## config.mk

```make
export PLATFORM = sky130hd
export DESIGN_NAME = divider_flat
export DESIGN_NICKNAME = d
export VERILOG_FILES = /design/src/rtl/divider_if.sv /design/src/rtl/divider.sv /design/src/flat_wrapper.sv
export SDC_FILE = /design/constraint.sdc
export NUM_CORES = 1
export LEC_CHECK = 0
export ABC_AREA = 1
export CAP_MARGIN = 20
export CELL_PAD_IN_SITES_DETAIL_PLACEMENT = 1
export CELL_PAD_IN_SITES_GLOBAL_PLACEMENT = 2
export CORE_MARGIN = 1
export CORE_UTILIZATION = 29
export CTS_CLUSTER_DIAMETER = 120
export DETAILED_ROUTE_END_ITERATION = 8
export HOLD_SLACK_MARGIN = 0.05
export PLACE_DENSITY_LB_ADDON = 0.05
export SLEW_MARGIN = 20
export SYNTH_ARGS = -nofsm -noshare
export SYNTH_HDL_FRONTEND = slang
export SYNTH_SLANG_ARGS = --single-unit
export TNS_END_PERCENT = 100
```

## constraint.sdc

```tcl
create_clock -name clk -period 1.9 [get_ports clk]
set_input_delay 0.38 -clock clk [delete_from_list [all_inputs] [get_ports clk]]
set_output_delay 0.38 -clock clk [all_outputs]
set_load 0.02 [all_outputs]
```

## src/rtl/divider_if.sv

```systemverilog
// Divider request/response bundle between the execute stage and the
// iterative divider. The execute stage is the master; the divider is the slave.
interface divider_if;
  localparam int DATA_WIDTH = 32;

  logic                  div_req;
  logic [1:0]            div_op;
  logic [DATA_WIDTH-1:0] div_oprand_0;
  logic [DATA_WIDTH-1:0] div_oprand_1;
  logic                  div_flush;
  logic                  div_busy;
  logic                  div_done;
  logic [DATA_WIDTH-1:0] div_result;

  modport master (
    output div_req,
    output div_op,
    output div_oprand_0,
    output div_oprand_1,
    output div_flush,
    input  div_busy,
    input  div_done,
    input  div_result
  );

  modport slave (
    input  div_req,
    input  div_op,
    input  div_oprand_0,
    input  div_oprand_1,
    input  div_flush,
    output div_busy,
    output div_done,
    output div_result
  );
endinterface

```

## src/rtl/divider.sv

```systemverilog
// Iterative radix-2 restoring divider for RV32M DIV/DIVU/REM/REMU.
// One quotient bit per cycle: accept in IDLE, 32 CALC steps, one FIX cycle
// that applies signs and the divide-by-zero / signed-overflow overrides.
// Optional feature: define CORE_DIV_EARLY_OUT_EN to finish divide-by-zero and
// signed-overflow requests in the cycle after acceptance without going busy.
// Result values are identical with and without the macro.
module divider (
  input  logic     clk,
  input  logic     rst_b,
  divider_if.slave div_bus
);

  localparam int DATA_WIDTH = 32;

  typedef enum logic [1:0] {
    IDLE = 2'd0,
    CALC = 2'd1,
    FIX  = 2'd2
  } state_e;

  // Architectural result of the two special cases. Divide-by-zero takes
  // priority: the quotient is all ones and the remainder is the dividend.
  function automatic logic [DATA_WIDTH-1:0] special_result(
    input logic [1:0]            op,
    input logic [DATA_WIDTH-1:0] dividend,
    input logic                  dvz
  );
    logic [DATA_WIDTH-1:0] res;
    if (dvz) begin
      if (op[1]) begin
        res = dividend;
      end else begin
        res = 32'hFFFF_FFFF;
      end
    end else begin
      if (op[1]) begin
        res = 32'h0000_0000;
      end else begin
        res = 32'h8000_0000;
      end
    end
    return res;
  endfunction

  // Registered state
  state_e                state_q;
  logic [5:0]            cnt_q;
  logic [1:0]            op_q;
  logic                  sign0_q;
  logic                  sign1_q;
  logic                  dvz_q;
  logic                  ovf_q;
  logic [DATA_WIDTH-1:0] dividend_q;
  logic [DATA_WIDTH-1:0] divisor_q;
  logic [DATA_WIDTH-1:0] quo_q;
  logic [DATA_WIDTH:0]   rem_q;
  logic                  busy_q;
  logic                  done_q;
  logic [DATA_WIDTH-1:0] result_q;

  // Request decode
  logic                  req_signed_s;
  logic                  req_neg0_s;
  logic                  req_neg1_s;
  logic                  req_dvz_s;
  logic                  req_ovf_s;
  logic [DATA_WIDTH-1:0] req_mag0_s;
  logic [DATA_WIDTH-1:0] req_mag1_s;
  logic                  accept_s;

  // One restoring step and the FIX-cycle result
  logic [DATA_WIDTH:0]   shifted_s;
  logic                  trial_ge_s;
  logic [DATA_WIDTH:0]   trial_s;
  logic [DATA_WIDTH:0]   rem_d;
  logic [DATA_WIDTH-1:0] quo_d;
  logic [DATA_WIDTH-1:0] quo_fix_s;
  logic [DATA_WIDTH-1:0] rem_fix_s;
  logic [DATA_WIDTH-1:0] result_d;

  // Decode the incoming request: signedness, magnitudes and special cases.
  always_comb begin
    req_signed_s = ~div_bus.div_op[0];
    req_neg0_s   = req_signed_s & div_bus.div_oprand_0[DATA_WIDTH-1];
    req_neg1_s   = req_signed_s & div_bus.div_oprand_1[DATA_WIDTH-1];
    req_dvz_s    = (div_bus.div_oprand_1 == 32'h0000_0000);
    req_ovf_s    = req_signed_s
                 & (div_bus.div_oprand_0 == 32'h8000_0000)
                 & (div_bus.div_oprand_1 == 32'hFFFF_FFFF);
    if (req_neg0_s) begin
      req_mag0_s = 32'h0000_0000 - div_bus.div_oprand_0;
    end else begin
      req_mag0_s = div_bus.div_oprand_0;
    end
    if (req_neg1_s) begin
      req_mag1_s = 32'h0000_0000 - div_bus.div_oprand_1;
    end else begin
      req_mag1_s = div_bus.div_oprand_1;
    end
    // A flush in the same cycle as a request always wins.
    accept_s = (state_q == IDLE) & div_bus.div_req & ~div_bus.div_flush;
  end

  // Restoring step: shift {rem,quo} left, trial-subtract the divisor and keep
  // the difference only when it is non-negative.
  always_comb begin
    shifted_s  = {rem_q[DATA_WIDTH-1:0], quo_q[DATA_WIDTH-1]};
    // The full-width compare includes rem_q's top bit, so a non-zero top bit
    // (never produced by a correct step) would still read as "fits".
    trial_ge_s = ({rem_q, quo_q[DATA_WIDTH-1]} >= {2'b00, divisor_q});
    trial_s    = shifted_s - {1'b0, divisor_q};
    if (trial_ge_s) begin
      rem_d = trial_s;
      quo_d = {quo_q[DATA_WIDTH-2:0], 1'b1};
    end else begin
      rem_d = shifted_s;
      quo_d = {quo_q[DATA_WIDTH-2:0], 1'b0};
    end
  end

  // FIX-cycle result: restore signs, then let the special cases override.
  always_comb begin
    if (sign0_q ^ sign1_q) begin
      quo_fix_s = 32'h0000_0000 - quo_q;
    end else begin
      quo_fix_s = quo_q;
    end
    if (sign0_q) begin
      rem_fix_s = 32'h0000_0000 - rem_q[DATA_WIDTH-1:0];
    end else begin
      rem_fix_s = rem_q[DATA_WIDTH-1:0];
    end
    if (dvz_q | ovf_q) begin
      result_d = special_result(op_q, dividend_q, dvz_q);
    end else if (op_q[1]) begin
      result_d = rem_fix_s;
    end else begin
      result_d = quo_fix_s;
    end
  end

  // Control FSM and datapath registers, including the registered outputs.
  always_ff @(posedge clk) begin
    if (!rst_b) begin
      state_q    <= IDLE;
      cnt_q      <= 6'd0;
      op_q       <= 2'b00;
      sign0_q    <= 1'b0;
      sign1_q    <= 1'b0;
      dvz_q      <= 1'b0;
      ovf_q      <= 1'b0;
      dividend_q <= 32'h0000_0000;
      divisor_q  <= 32'h0000_0000;
      quo_q      <= 32'h0000_0000;
      rem_q      <= 33'h0_0000_0000;
      busy_q     <= 1'b0;
      done_q     <= 1'b0;
      result_q   <= 32'h0000_0000;
    end else begin
      done_q <= 1'b0;
      case (state_q)
        IDLE: begin
          if (accept_s) begin
            op_q       <= div_bus.div_op;
            sign0_q    <= req_neg0_s;
            sign1_q    <= req_neg1_s;
            dvz_q      <= req_dvz_s;
            ovf_q      <= req_ovf_s;
            dividend_q <= div_bus.div_oprand_0;
            divisor_q  <= req_mag1_s;
            quo_q      <= req_mag0_s;
            rem_q      <= 33'h0_0000_0000;
            cnt_q      <= 6'd0;
`ifdef CORE_DIV_EARLY_OUT_EN
            if (req_dvz_s | req_ovf_s) begin
              result_q <= special_result(div_bus.div_op, div_bus.div_oprand_0, req_dvz_s);
              done_q   <= 1'b1;
              busy_q   <= 1'b0;
              state_q  <= IDLE;
            end else begin
              busy_q  <= 1'b1;
              state_q <= CALC;
            end
`else
            busy_q  <= 1'b1;
            state_q <= CALC;
`endif
          end else begin
            busy_q  <= 1'b0;
            state_q <= IDLE;
          end
        end
        CALC: begin
          if (div_bus.div_flush) begin
            busy_q  <= 1'b0;
            cnt_q   <= 6'd0;
            state_q <= IDLE;
          end else begin
            rem_q <= rem_d;
            quo_q <= quo_d;
            cnt_q <= cnt_q + 6'd1;
            if (cnt_q == 6'd31) begin
              state_q <= FIX;
            end else begin
              state_q <= CALC;
            end
          end
        end
        FIX: begin
          if (div_bus.div_flush) begin
            busy_q  <= 1'b0;
            cnt_q   <= 6'd0;
            state_q <= IDLE;
          end else begin
            result_q <= result_d;
            done_q   <= 1'b1;
            busy_q   <= 1'b0;
            state_q  <= IDLE;
          end
        end
        default: begin
          busy_q  <= 1'b0;
          cnt_q   <= 6'd0;
          state_q <= IDLE;
        end
      endcase
    end
  end

  assign div_bus.div_busy   = busy_q;
  assign div_bus.div_done   = done_q;
  assign div_bus.div_result = result_q;

endmodule

```

## src/flat_wrapper.sv

```systemverilog
// flat-port wrapper written by rule: the top's interface ports become plain ports
module divider_flat 
  (clk, rst_b, div_bus_div_req, div_bus_div_op, div_bus_div_oprand_0, div_bus_div_oprand_1, div_bus_div_flush, div_bus_div_busy, div_bus_div_done, div_bus_div_result);
  divider_if div_bus_i ();
  input  logic clk;
  input  logic rst_b;
  input wire logic [$bits(div_bus_i.div_req)-1:0] div_bus_div_req;
  input wire logic [$bits(div_bus_i.div_op)-1:0] div_bus_div_op;
  input wire logic [$bits(div_bus_i.div_oprand_0)-1:0] div_bus_div_oprand_0;
  input wire logic [$bits(div_bus_i.div_oprand_1)-1:0] div_bus_div_oprand_1;
  input wire logic [$bits(div_bus_i.div_flush)-1:0] div_bus_div_flush;
  output wire logic [$bits(div_bus_i.div_busy)-1:0] div_bus_div_busy;
  output wire logic [$bits(div_bus_i.div_done)-1:0] div_bus_div_done;
  output wire logic [$bits(div_bus_i.div_result)-1:0] div_bus_div_result;
  assign div_bus_i.div_req = div_bus_div_req;
  assign div_bus_i.div_op = div_bus_div_op;
  assign div_bus_i.div_oprand_0 = div_bus_div_oprand_0;
  assign div_bus_i.div_oprand_1 = div_bus_div_oprand_1;
  assign div_bus_i.div_flush = div_bus_div_flush;
  assign div_bus_div_busy = div_bus_i.div_busy;
  assign div_bus_div_done = div_bus_i.div_done;
  assign div_bus_div_result = div_bus_i.div_result;
  divider u_core (.clk(clk), .rst_b(rst_b), .div_bus(div_bus_i));
endmodule
```

# After elaboration in Yosys (flattened, before gate mapping)
# Cells that the tools add are included.
# classes
n_addsub,6
n_mul,0
n_div,0
order_cmp,1
n_eq_ne,9
shifts,0
n_mux,29
bitwise,10
reduce_logical,8
# ops
operator,n
$mux 32,11
$sub 1x32->32 const A,4
$mux 33,3
$pmux 33 s2,1
$eq 32x32->1 const B,2
$pmux 32 s2,1
$ge 34x32->1,1
$sub 33x32->33,1
$logic_not 32->1,1
$mux 6,3
$pmux 6 s3,1
$reduce_and 2->1,4
$add 6x1->6 const B,1
$and 1x1->1,6
$eq 6x5->1 const B,1
$ne 2x2->1 const B,3
$mux 1,5
$mux 2,2
$pmux 2 s2,1
$reduce_and 3->1,1
$eq 2x1->1 const B,1
$eq 2x2->1 const B,1
$logic_not 2->1,1
$ne 2x1->1 const B,1
5 further kinds,6
# word_totals
register_bits,177
latchBits,0
mem_bits_rw,0
mem_bits_ro,0
input_bits,70
elab_cells,77
n_memories,0

# Logic depth before layout (Yosys ltp)
# Gate-level depths: netlist of the first run.
# depth
depth_word,5
depth_mapped,17
mapped_depth_nobuf,16

# Worst setup path before layout of the first run
# OpenSTA, ideal clock, no wires.
# synth_timing
path_kind,register -> register
from,reg u_core.quo_q[31]
to,reg u_core.rem_q[29]
setup_ps,135
arrival_ps,1835
slack_ps,-70
stages_incl_launch_ff,16
path_buffers,1
synth_period_minus_slack_ps,1970
cell_sequence,dfxtp_1 -> inv_1 -> ha_1 -> inv_1 -> fa_1 -> nand3_1 -> nand3_2 -> nand2_1 -> nand2_2 -> nand2_4 -> buf_6 -> nand3_2 -> nand2_1 -> clkinv_1 -> nand2_1 -> a21oi_1
# synth_via
elab_chain_cells,4
elab_cells_between_ends,5
# synth_lines
item,line,source
start: declaration,divider.sv:55,logic [DATA_WIDTH-1:0] quo_q;
start signal: assignment,divider.sv:171,quo_q <= req_mag0_s;
start signal: assignment,divider.sv:200,quo_q <= quo_d;
$sub 33x32->33 or $ge 34x32->1 (tied branches),"divider.sv:111, divider.sv:110",
$mux 33 (*),divider.sv:112,if (trial_ge_s) begin
$mux 33 (*),divider.sv:194,if (div_bus.div_flush) begin
$pmux 33 s2 (*),divider.sv:161,case (state_q)
end signal: assignment,divider.sv:199,rem_q <= rem_d;
end: declaration,divider.sv:56,logic [DATA_WIDTH:0] rem_q;
# Every way passes the cells marked *; elsewhere a longest branch is shown, timed or not. The select of a mux whose other input is x is not followed.
# A chain may end at the register's enable or synchronous reset.

# Worst setup path after layout of the first run
# layout_timing
from,reg u_core.divisor_q[26]
to,reg u_core.rem_q[6]
# layout_via
elab_chain_cells,4
# layout_lines
item,line,source
start: declaration,divider.sv:54,logic [DATA_WIDTH-1:0] divisor_q;
start signal: assignment,divider.sv:170,divisor_q <= req_mag1_s;
$ge 34x32->1,divider.sv:110,"trial_ge_s = ({rem_q, quo_q[DATA_WIDTH-1]} >= {2'b00, divisor_q});"
$mux 33,divider.sv:112,
$mux 33,divider.sv:194,
$pmux 33 s2,divider.sv:161,
# No other way between the ends. The select of a mux whose other input is x is not followed.

==> results.py, run 1 <==
metrics = {
    "outcome": {
        "status": "finished, violations left",
        "violations": "design-rule violations, negative setup slack",
    },
    "timing": {
        "min_period_ns": 2.19,
        "holdWs_ns": 0.288,
        "fin_worst_skew_ns": 0.0143,
        "period_share_pct": 115,
        "final.setup.tns_ns": -8.89,
        "grt_setup_unrepaired": "true",
        "tightest_slew_ns": 0.566,
        "slew_violations": 0,
        "hold_viol": 0,
        "slew_headroom_pct": 62.2,
        "timing.fmax_ghz": 0.456,
        "setup_viol": 38,
        "setup_slack_ns": -0.292,
    },
    "cts": {
        "clk_pin_slew_worst_paths_ns": 0.07,
        "cts_made_buffers": 17,
        "numClockSinks": 176,
        "htreeDepth": 4,
        "cts-root-buf": "clkbuf_16",
        "hold_buffers": 0,
        "clkLatencyLatePin_ns": 0.49,
        "cts.path.max_buffers": 2,
        "cts_tree": "built",
    },
    "global_routing": {
        "grt_pass1_wl_um": 105000,
        "grt_pass1_vias": 18200,
        "antenna_found_initial": 2,
        "grt_overflow_total": 0,
        "grt_max_degree": 50,
        "grt_usage_pct": 27.7,
    },
    "synth": {
        "yosys-top-cells-area": "dfxtp_1, nand2_1, a21oi_1",
        "ys.flop_type": "dfxtp_1",
        "synth-xor-area-share_pct": 2.26,
        "synth_cell_types": 50,
        "synth_top_area_share_pct": 25.4,
        "yosysWarnings": 0,
        "synth-compound-area-share_pct": 19.3,
        "netlist_area_um2": 13900,
        "synthTopCellsByCount": "nand2_1, inv_1, a21oi_1",
        "ys_seq_area_share_pct": 25.4,
        "synthMuxAreaShare_pct": 0,
        "ys_seq_elements": 176,
        "syn_inst": 2384,
        "synth.most_common_cell": "nand2_1",
        "syn_avg_cell_area_um2": 5.82,
        "synth_top_family_by_area": "simple AND/OR/NAND/NOR gates",
        "synth-simple-area-share_pct": 37.6,
        "synth_nets": 2493,
        "synth_edf_count": 0,
        "synth_largest_area_cell": "dfxtp_1",
        "async_reset_ff_share_pct": 0,
        "synth-adder-area-share_pct": 3.57,
    },
    "detailed_routing": {
        "vias_per_cell": 5.05,
        "vias": 17800,
        "wl_um": 67800,
        "drtAntennaViolNets": 0,
        "wl_per_cell_um": 19.3,
        "drt_drc_violations_left": 3,
        "drt-initial-drc-count": 848,
        "drt_first_pass_iters": 8,
    },
    "power": {
        "p_clk_share_pct": 29.9,
        "switchingPower_uw": 4500,
        "ir_drop_mv": 0.565,
        "internal_power_uw": 7710,
        "leakage_uw": 0.0104,
        "p_total_uw": 12200,
        "p_comb_share_pct": 37.2,
        "p_seq_share_pct": 32.9,
        "netSwitchingFraction_pct": 36.9,
        "powerDensity_nw_per_um2": 565,
    },
    "place": {
        "gp_congestion": 0.902,
        "dp_hpwl_um": 53500,
        "io_buffers": 103,
        "preCtsSetupSlack_ns": -0.603,
    },
    "critical_path": {
        "crit_path_start_kind": "register",
        "regToRegStartpoint": "u_core.divisor_q[26]",
        "crit_start": "u_core.divisor_q[26]",
        "rrSetupSlack_ns": -0.29,
        "endpoint_kind": "register",
        "reg2reg_depth": 12,
        "crit_type": "register to register",
        "arrival_ns": 2.61,
        "cp-endpoint": "u_core.rem_q[6]",
        "cp_data_required_time_ns": 2.32,
        "critical_path.max_fanout": 16,
        "worstReg2RegEnd": "u_core.rem_q[6]",
    },
    "die": {
        "ioPinCount": 104,
        "core_um2": 46900,
        "die_area_um2": 48800,
        "die_h_um": 221,
        "start_util_pct": 29.6,
        "core.rowCount": 79,
        "fp.dieW_um": 221,
    },
    "hold_path": {
        "hp-class": "input port to register",
    },
    "cells_and_area": {
        "nets": 3008,
        "antenna_cells": 0,
        "areaGrowthSynthToFinish_pct": 55.7,
        "drive_gt1_share_pct": 32.5,
    },
    "flow_run": {
        "drv_cap": 0,
    },
}
## flip-flops by register name, indices dropped and copies added (netlist names)
register,count
u_core.rem_q,33
u_core.div_bus.div_result,32
u_core.dividend_q,32
u_core.divisor_q,32
u_core.quo_q,32
u_core.cnt_q,6
u_core.state_q,2
u_core.div_bus.div_busy,1
u_core.div_bus.div_done,1
u_core.dvz_q,1
u_core.op_q,1
u_core.ovf_q,1
u_core.sign0_q,1
u_core.sign1_q,1
## kinds of logic after synthesis
logic type,Yosys count
AOI/OAI and AO/OA,512
buffers and inverters,423
adders and majority gates,39
DFF,176
xor gates and xnor gates,35
and+or+nand+nor,1199
## power by group through the flow
| stage | registers [uW] | clock network [uW] | logic, uW |
|---|---|---|---|
| final | 4020 | 3650 | 4540 |
| after CTS | 4010 | 3760 | 4200 |
| after global routing | 4040 | 3880 | 4940 |
| after global placement | 4070 | 0 | 3810 |
| after floorplan | 4030 | 0 | 1920 |
| after detailed placement | 4080 | 0 | 3870 |
## cell type report
type | instances | area (um^2)
inverters | 328 | 1250
flip-flops and latches | 176 | 3560
well taps | 607 | 759
fillers | 6129 | 25200
multi-input cells | 1785 | 10300
clock inverters | 11 | 105
clock buffers | 21 | 480
repair buffers | 591 | 5130
## how the worst min path moves through the flow
stage | startpoint | endpoint | slack [ns] | cells past startpoint
floorplan | u_core.dividend_q[11] | u_core.dividend_q[11] | 0.43 | 2
global placement | u_core.dividend_q[16] | u_core.dividend_q[16] | 0.44 | 2
detailed placement | u_core.dividend_q[21] | u_core.dividend_q[21] | 0.45 | 2
CTS | rst_b | u_core.div_bus.div_result[7] | 0.24 | 3
global route | rst_b | u_core.quo_q[13] | 0.28 | 3
finish | rst_b | u_core.div_bus.div_result[7] | 0.29 | 3
## stage by stage
step | instances | instance area (um^2) | util, %
5_1_grt | 3519 | 21600 | 46.1
6_report | 3519 | 21600 | 46.1
3_3_place_gp | 3453 | 18900 | 40.4
3_5_place_dp | 3453 | 18900 | 40.4
2_1_floorplan | 2384 | 13900 | -
4_1_cts | 3503 | 20600 | 43.9
## cells in the final DEF (no fill, tap or decap), drive strengths merged, types with 8 or more instances in the layout
cell type,instances
clkdlybuf4s50,94
nand2,621
dlymetal6s2s,8
nand4,32
dfxtp,176
buf,487
nand3,223
clkinv,10
nor2,246
o21ai,230
a31oi,14
inv,325
nor3,39
clkbuf,23
and2,9
a21oi,242
ha,38
nand3b,13
xor2,14
xnor2,21
## critical path, cell delays in order (launching register included)
cell	delay, ns
dfxtp_1	0.35
inv_2	0.11
ha_4	0.30
nand2_1	0.08
inv_2	0.08
nand2_2	0.08
nor4_4	0.32
nand2_4	0.16
buf_12	0.16
buf_16	0.15
nand3_1	0.11
nand3_2	0.10
a21oi_2	0.13
## layer usage
metal | vias up | part of all wire [%] | global-route usage (%)
met1 | 8635 | 50 | 39.1
li1 | 8773 | - | -
met5 | - | 0.018 | 0
met3 | 54 | 3.9 | 3.93
met2 | 315 | 44 | 43.6
met4 | 2 | 1.8 | 7.44
## timing repair
| item | CTS | global route |
|---|---|---|
| cloned | 2 | 2 |
| setup buffers | 17 | 15 |
| hold endpoints to repair | 0 | 0 |
| gates resized for setup | 216 | 258 |
| setup endpoints to repair | 63 | 99 |
| pin swaps | 52 | 102 |
Power figures use the tool's default switching activity.
==> run 2, diff against run 1 <==
--- a/config.mk
+++ b/config.mk
@@ -6,11 +6,13 @@
 export NUM_CORES = 1
 export LEC_CHECK = 0
 export ABC_AREA = 1
+export ABC_CLOCK_PERIOD_IN_PS = 2350
 export CAP_MARGIN = 20
 export CELL_PAD_IN_SITES_DETAIL_PLACEMENT = 1
 export CELL_PAD_IN_SITES_GLOBAL_PLACEMENT = 2
+export CORE_ASPECT_RATIO = 1.75
 export CORE_MARGIN = 1
-export CORE_UTILIZATION = 29
+export CORE_UTILIZATION = 32
 export CTS_CLUSTER_DIAMETER = 120
 export DETAILED_ROUTE_END_ITERATION = 8
 export HOLD_SLACK_MARGIN = 0.05
==> constraint.sdc (replaced) <==
create_clock -name clk -period 2.35 [get_ports clk]
set_input_delay 0.47 -clock clk [delete_from_list [all_inputs] [get_ports clk]]
set_output_delay 0.47 -clock clk [all_outputs]
set_load 0.02 [all_outputs]
==> run 2 against run 1 <==
The run now ends clean; power shrank 25%; first-iteration DRC count decreased by 25%; sequential share of layout area increased by 3.1 points; final cell count shrank 9.3%; global-route usage grew 0.18 points; flip-flop and latch count unchanged; sequential power is 19% lower; non-clock buffer count decreased by 283; fmax fell by 2.9%; critical path type unchanged; largest power group is now sequential cells; highest routed layer is now met4.
==> results.py, run 2 (same netlist as run 1, synthesis figures left out) <==
metrics = {
    "die": {
        "start_util_pct": 32.5,
        "ioPinCount": 104,
        "die_h_um": 278,
        "fp.dieW_um": 159,
        "die_area_um2": 44300,
        "core_um2": 42700,
        "core.rowCount": 100,
    },
    "place": {
        "dp_hpwl_um": 49700,
        "gp_congestion": 0.908,
        "io_buffers": 103,
        "dpl-instance-area_um2": 16800,
    },
    "detailed_routing": {
        "wl_met2_um": 34800,
        "wl_per_cell_um": 19.6,
        "vias": 16500,
        "vias_per_cell": 5.16,
        "drt-initial-drc-count": 639,
        "drt_first_pass_iters": 5,
        "drt_drc_violations_left": 0,
        "dr.max_layer_used": "met4",
        "wl_um": 62500,
        "met1Wirelength_um": 22900,
        "met3_length_um": 846,
        "drtAntennaViolNets": 0,
    },
    "power": {
        "internal_power_uw": 5670,
        "p_comb_share_pct": 31.1,
        "p_clk_share_pct": 33.7,
        "ir_drop_mv": 0.391,
        "leakage_uw": 0.00855,
        "p_seq_share_pct": 35.2,
        "netSwitchingFraction_pct": 38.5,
        "switchingPower_uw": 3540,
        "powerDensity_nw_per_um2": 508,
    },
    "global_routing": {
        "grt_overflow_total": 0,
        "grt_max_degree": 96,
        "grt_pass1_vias": 17500,
        "grt_pass1_wl_um": 95600,
        "grt_usage_pct": 27.9,
        "antenna_found_initial": 0,
    },
    "critical_path": {
        "critical_path.max_fanout": 8,
        "endpoint_kind": "register",
        "cp-endpoint": "u_core.rem_q[25]",
        "arrival_ns": 2.56,
        "crit_path_start_kind": "register",
        "regToRegStartpoint": "u_core.divisor_q[15]",
        "reg2reg_depth": 15,
        "rrSetupSlack_ns": 0.09,
        "cp_data_required_time_ns": 2.65,
        "crit_start": "u_core.divisor_q[15]",
        "crit_type": "register to register",
        "worstReg2RegEnd": "u_core.rem_q[25]",
    },
    "cells_and_area": {
        "stdcell_area_um2": 18100,
        "n_fill_cell": 5728,
        "layout_commonest_cell": "nand2_1",
        "areaGrowthSynthToFinish_pct": 30.6,
        "final_cell_mix": "nand2_1, inv_1, a21oi_1",
        "regMostFlops": "u_core.rem_q",
        "largest_reg_flops": 33,
        "drive_gt1_share_pct": 15.3,
        "nets": 2725,
        "antenna_cells": 0,
    },
    "hold_path": {
        "hp-class": "input port to register",
    },
    "timing": {
        "setup_viol": 0,
        "slew_violations": 0,
        "hold_viol": 0,
        "fin_worst_skew_ns": 0.0211,
        "tightest_slew_ns": 0.904,
        "min_period_ns": 2.26,
        "grt_setup_unrepaired": "true",
        "final.setup.tns_ns": 0,
        "timing.fmax_ghz": 0.443,
        "period_share_pct": 96.0,
        "slew_headroom_pct": 39.7,
    },
    "cts": {
        "cts_made_buffers": 17,
        "cts_tree": "built",
        "htreeDepth": 4,
        "clk_pin_slew_worst_paths_ns": 0.08,
        "cts-root-buf": "clkbuf_16",
        "numClockSinks": 176,
        "hold_buffers": 0,
        "cts.path.max_buffers": 2,
        "clkLatencyLatePin_ns": 0.46,
    },
    "flow_run": {
        "drv_cap": 0,
    },
    "outcome": {
        "status": "finished, final reports clean",
    },
}
-- run 2: what timing repair did --
action,4_1_cts,5_1_grt
endpoints found under the setup margin,35,41
pin swaps,0,16
gates resized for setup,7,116
gates cloned,0,4
setup buffers,0,6
-- run 2: routing by layer --
layer | vias up | global-route usage (%)
li1 | 8209 | -
met1 | 7913 | 27.1
met2 | 205 | 56.8
met3 | 125 | 1.96
met4 | 0 | 15.2
met5 | - | 0
-- run 2: final cells by class --
class / count / area, um^2 / share of cell area, %
Clock inverter: 15 / 204 / 1.13
Clock buffer: 17 / 425 / 2.35
Timing Repair Buffer: 308 / 2770 / 15.3
Multi-Input combinational cell: 1785 / 9250 / 51.0
Tap cell: 561 / 702 / 3.87
Sequential cell: 176 / 3540 / 19.5
Inverter: 328 / 1230 / 6.81
-- run 2: critical path, stage by stage (launching register included) --
cell	delay (ns)
dfxtp_1	0.33
inv_1	0.10
ha_4	0.30
nand2_1	0.12
nor2_2	0.16
nand2_2	0.10
nor2_2	0.14
nand2_1	0.09
nand3_2	0.08
nor2_4	0.05
buf_12	0.14
nand2_8	0.11
buf_12	0.14
nand3_2	0.10
nand2_1	0.08
a21oi_1	0.05
-- run 2: how the worst min path moves through the flow --
| stage | start | depth (start not counted) | end |
|---|---|---|---|
| 3_5_place_dp | u_core.dividend_q[20] | 2 | u_core.dividend_q[20] |
| 2_1_floorplan | u_core.dividend_q[11] | 2 | u_core.dividend_q[11] |
| 3_3_place_gp | u_core.dividend_q[16] | 2 | u_core.dividend_q[16] |
| 5_1_grt | rst_b | 3 | u_core.quo_q[25] |
| 6_report | rst_b | 3 | u_core.div_bus.div_result[19] |
| 4_1_cts | rst_b | 3 | u_core.quo_q[23] |
-- run 2: power by group through the flow --
stage                     sequential [uW]  clock, uW  combinational (uW)
after floorplan                      3260          0                1550
after global placement               3300          0                2650
after detailed placement             3310          0                2690
after CTS                            3240       3190                2710
after global routing                 3260       3290                3150
final                                3250       3100                2870
-- run 2: stage by stage --
step | std cells | utilization (%) | hold slack [ns] | total power (uW) | worst slack [ns]
after floorplan | 2384 | - | 0.430 | 4810 | 0.380
after global placement | 3148 | 39.4 | 0.439 | 5950 | -0.271
after detailed placement | 3148 | 39.4 | 0.446 | 6000 | -0.347
after CTS | 3180 | 40.9 | 0.373 | 9140 | 0.00201
after global routing | 3190 | 42.5 | 0.392 | 9710 | -0.0445
final | 3190 | 42.5 | 0.393 | 9210 | 0.0931
==> run 3, diff against run 2 <==
--- a/config.mk
+++ b/config.mk
@@ -13,6 +13,7 @@
 export CORE_ASPECT_RATIO = 1.75
 export CORE_MARGIN = 1
 export CORE_UTILIZATION = 32
+export CTS_BUF_LIST = sky130_fd_sc_hd__clkbuf_8
 export CTS_CLUSTER_DIAMETER = 120
 export DETAILED_ROUTE_END_ITERATION = 8
 export HOLD_SLACK_MARGIN = 0.05
==> run 3 against run 2 <==
Count of clock-buffer cells in the layout unchanged; final cell count about the same; power is 7.7% lower; first-iteration DRC count fell by 0.78%; register-to-register slack got worse by 0.04 ns; critical path type unchanged; critical endpoint is now u_core.rem_q[27]; highest routed layer unchanged.
==> results.py, run 3 (same netlist as run 1, synthesis figures left out) <==
metrics = {
    "cells_and_area": {
        "largest_reg_flops": 33,
        "areaGrowthSynthToFinish_pct": 29.1,
        "layout_commonest_cell": "nand2_1",
        "final_cells": 3192,
        "drive_gt1_share_pct": 14.9,
        "n_fill_cell": 5764,
        "final_util_pct": 42.0,
        "final_cell_mix": "nand2_1, inv_1, a21oi_1",
        "nets": 2726,
        "regMostFlops": "u_core.rem_q",
    },
    "critical_path": {
        "crit_path_start_kind": "register",
        "endpoint_kind": "register",
        "critPathMaxStageDelay_ns": 0.34,
        "critical_path.max_fanout": 4,
        "arrival_ns": 2.76,
        "cp_data_required_time_ns": 2.81,
        "crit_chain": "inv_1 -> ha_4 -> buf_4 -> nand2_1 -> nor2_2 -> and2_1 -> and2_1 -> nand2_1 -> nand2_1 -> nand2_1 -> nand3_2 -> nand2_1 -> a21oi_2",
        "cp_common_cell": "nand2_1",
        "slowest_stage": "ha_4",
        "crit_type": "register to register",
    },
    "place": {
        "dp_hpwl_um": 49700,
        "gp_congestion": 0.908,
        "post-place-cells": 3148,
        "io_buffers": 103,
    },
    "hold_path": {
        "hp-class": "input port to register",
    },
    "die": {
        "die_area_um2": 44300,
        "fp.dieW_um": 159,
        "die_h_um": 278,
        "ioPinCount": 104,
        "start_util_pct": 32.5,
        "core.rowCount": 100,
        "core_um2": 42700,
    },
    "global_routing": {
        "grt_max_degree": 96,
        "grt_usage_pct": 27.9,
        "grt_pass1_vias": 17500,
        "grt_pass1_wl_um": 95600,
        "antenna_found_initial": 1,
        "grt_overflow_total": 0,
    },
    "detailed_routing": {
        "vias_per_cell": 5.15,
        "wl_um": 62400,
        "vias": 16400,
        "drt_drc_violations_left": 0,
        "wl_per_cell_um": 19.5,
        "drt-initial-drc-count": 634,
        "drt_first_pass_iters": 6,
        "drtAntennaViolNets": 0,
    },
    "cts": {
        "cts-root-buf": "clkbuf_8",
        "cts_tree": "built",
        "cts_made_buffers": 17,
        "numClockSinks": 176,
        "htreeDepth": 4,
        "cts.path.max_buffers": 2,
        "clk_pin_slew_worst_paths_ns": 0.12,
        "clkLatencyLatePin_ns": 0.53,
        "hold_buffers": 0,
    },
    "power": {
        "ir_drop_mv": 0.295,
        "powerDensity_nw_per_um2": 474,
        "leakage_uw": 0.00845,
    },
    "timing": {
        "slew_violations": 0,
        "timing.fmax_ghz": 0.436,
        "fin_worst_skew_ns": 0.0219,
        "tightest_slew_ns": 0.928,
        "slew_headroom_pct": 38.1,
        "min_period_ns": 2.29,
        "setup_viol": 0,
        "period_share_pct": 97.6,
        "hold_viol": 0,
    },
    "outcome": {
        "status": "finished, final reports clean",
    },
    "flow_run": {
        "drv_cap": 0,
    },
}
[run 3: path summary, 6_finish.rpt]
| check | start | endpoint | slack (ns) | cells after the start |
|---|---|---|---|---|
| max | u_core.divisor_q[22] | u_core.rem_q[27] | 0.06 | 13 |
| min | rst_b | u_core.div_bus.div_result[19] | 0.32 | 3 |
| max reg2reg | u_core.divisor_q[22] | u_core.rem_q[27] | 0.06 | 13 |
| min reg2reg | u_core.dividend_q[20] | u_core.dividend_q[20] | 0.46 | 2 |
[run 3: layout make-up]
class	instances	area (um^2)	share of cell area [%]
Antenna cell	1	2.50	0.0140
Timing Repair Buffer	309	2760	15.4
Inverter	328	1230	6.88
Tap cell	561	702	3.92
Clock buffer	17	234	1.31
Multi-Input combinational cell	1785	9240	51.6
Sequential cell	176	3540	19.7
Clock inverter	15	204	1.14
[run 3: per-layer routing]
layer | vias up | GRT usage (%) | part of all wire [%]
met4 | 0 | 15.5 | 6.4
met3 | 127 | 2.42 | 1.3
met5 | - | 0 | 0
met1 | 7874 | 27.3 | 37
met2 | 218 | 56.4 | 55
li1 | 8212 | - | -
[run 3: through the flow]
stage          hold slack (ns)  worst slack [ns]  setup TNS, ns  total power [uW]  cell area [um^2]
6_report                 0.323            0.0559              0              8500             17900
5_1_grt                  0.291           -0.0345         -0.142              9010             17900
4_1_cts                  0.281           0.00677              0              8430             17300
3_5_place_dp             0.446            -0.347          -8.27              6000             16800
3_3_place_gp             0.439            -0.271          -3.81              5950             16800
2_1_floorplan            0.430             0.380              0              4810             13900
[run 3: where the power goes]
| group | internal (uW) | total [uW] | leakage, uW | switching [uW] |
|---|---|---|---|---|
| registers | 3120 | 3250 | 0.00144 | 128 |
| clock network | 847 | 2390 | 0.000215 | 1540 |
| logic | 1080 | 2870 | 0.00680 | 1790 |
| total | 5040 | 8500 | 0.00845 | 3460 |
[run 3: what timing repair did]
item                       CTS  global route
pin swaps                    0            19
gates cloned                 0             3
gates resized for setup      8           106
setup endpoints to repair   35            39
buffers inserted             0             8
[run 3: worst max-delay path, delay by kind of cell, from the launching register on]
kind,cells,cell delay [ns]
adder cells (fa/ha/maj),1,0.34
flip-flops,1,0.33
AO/OA/AOI/OAI,1,0.12
AND/OR/NAND/NOR,9,1.19
buffers and inverters,2,0.26
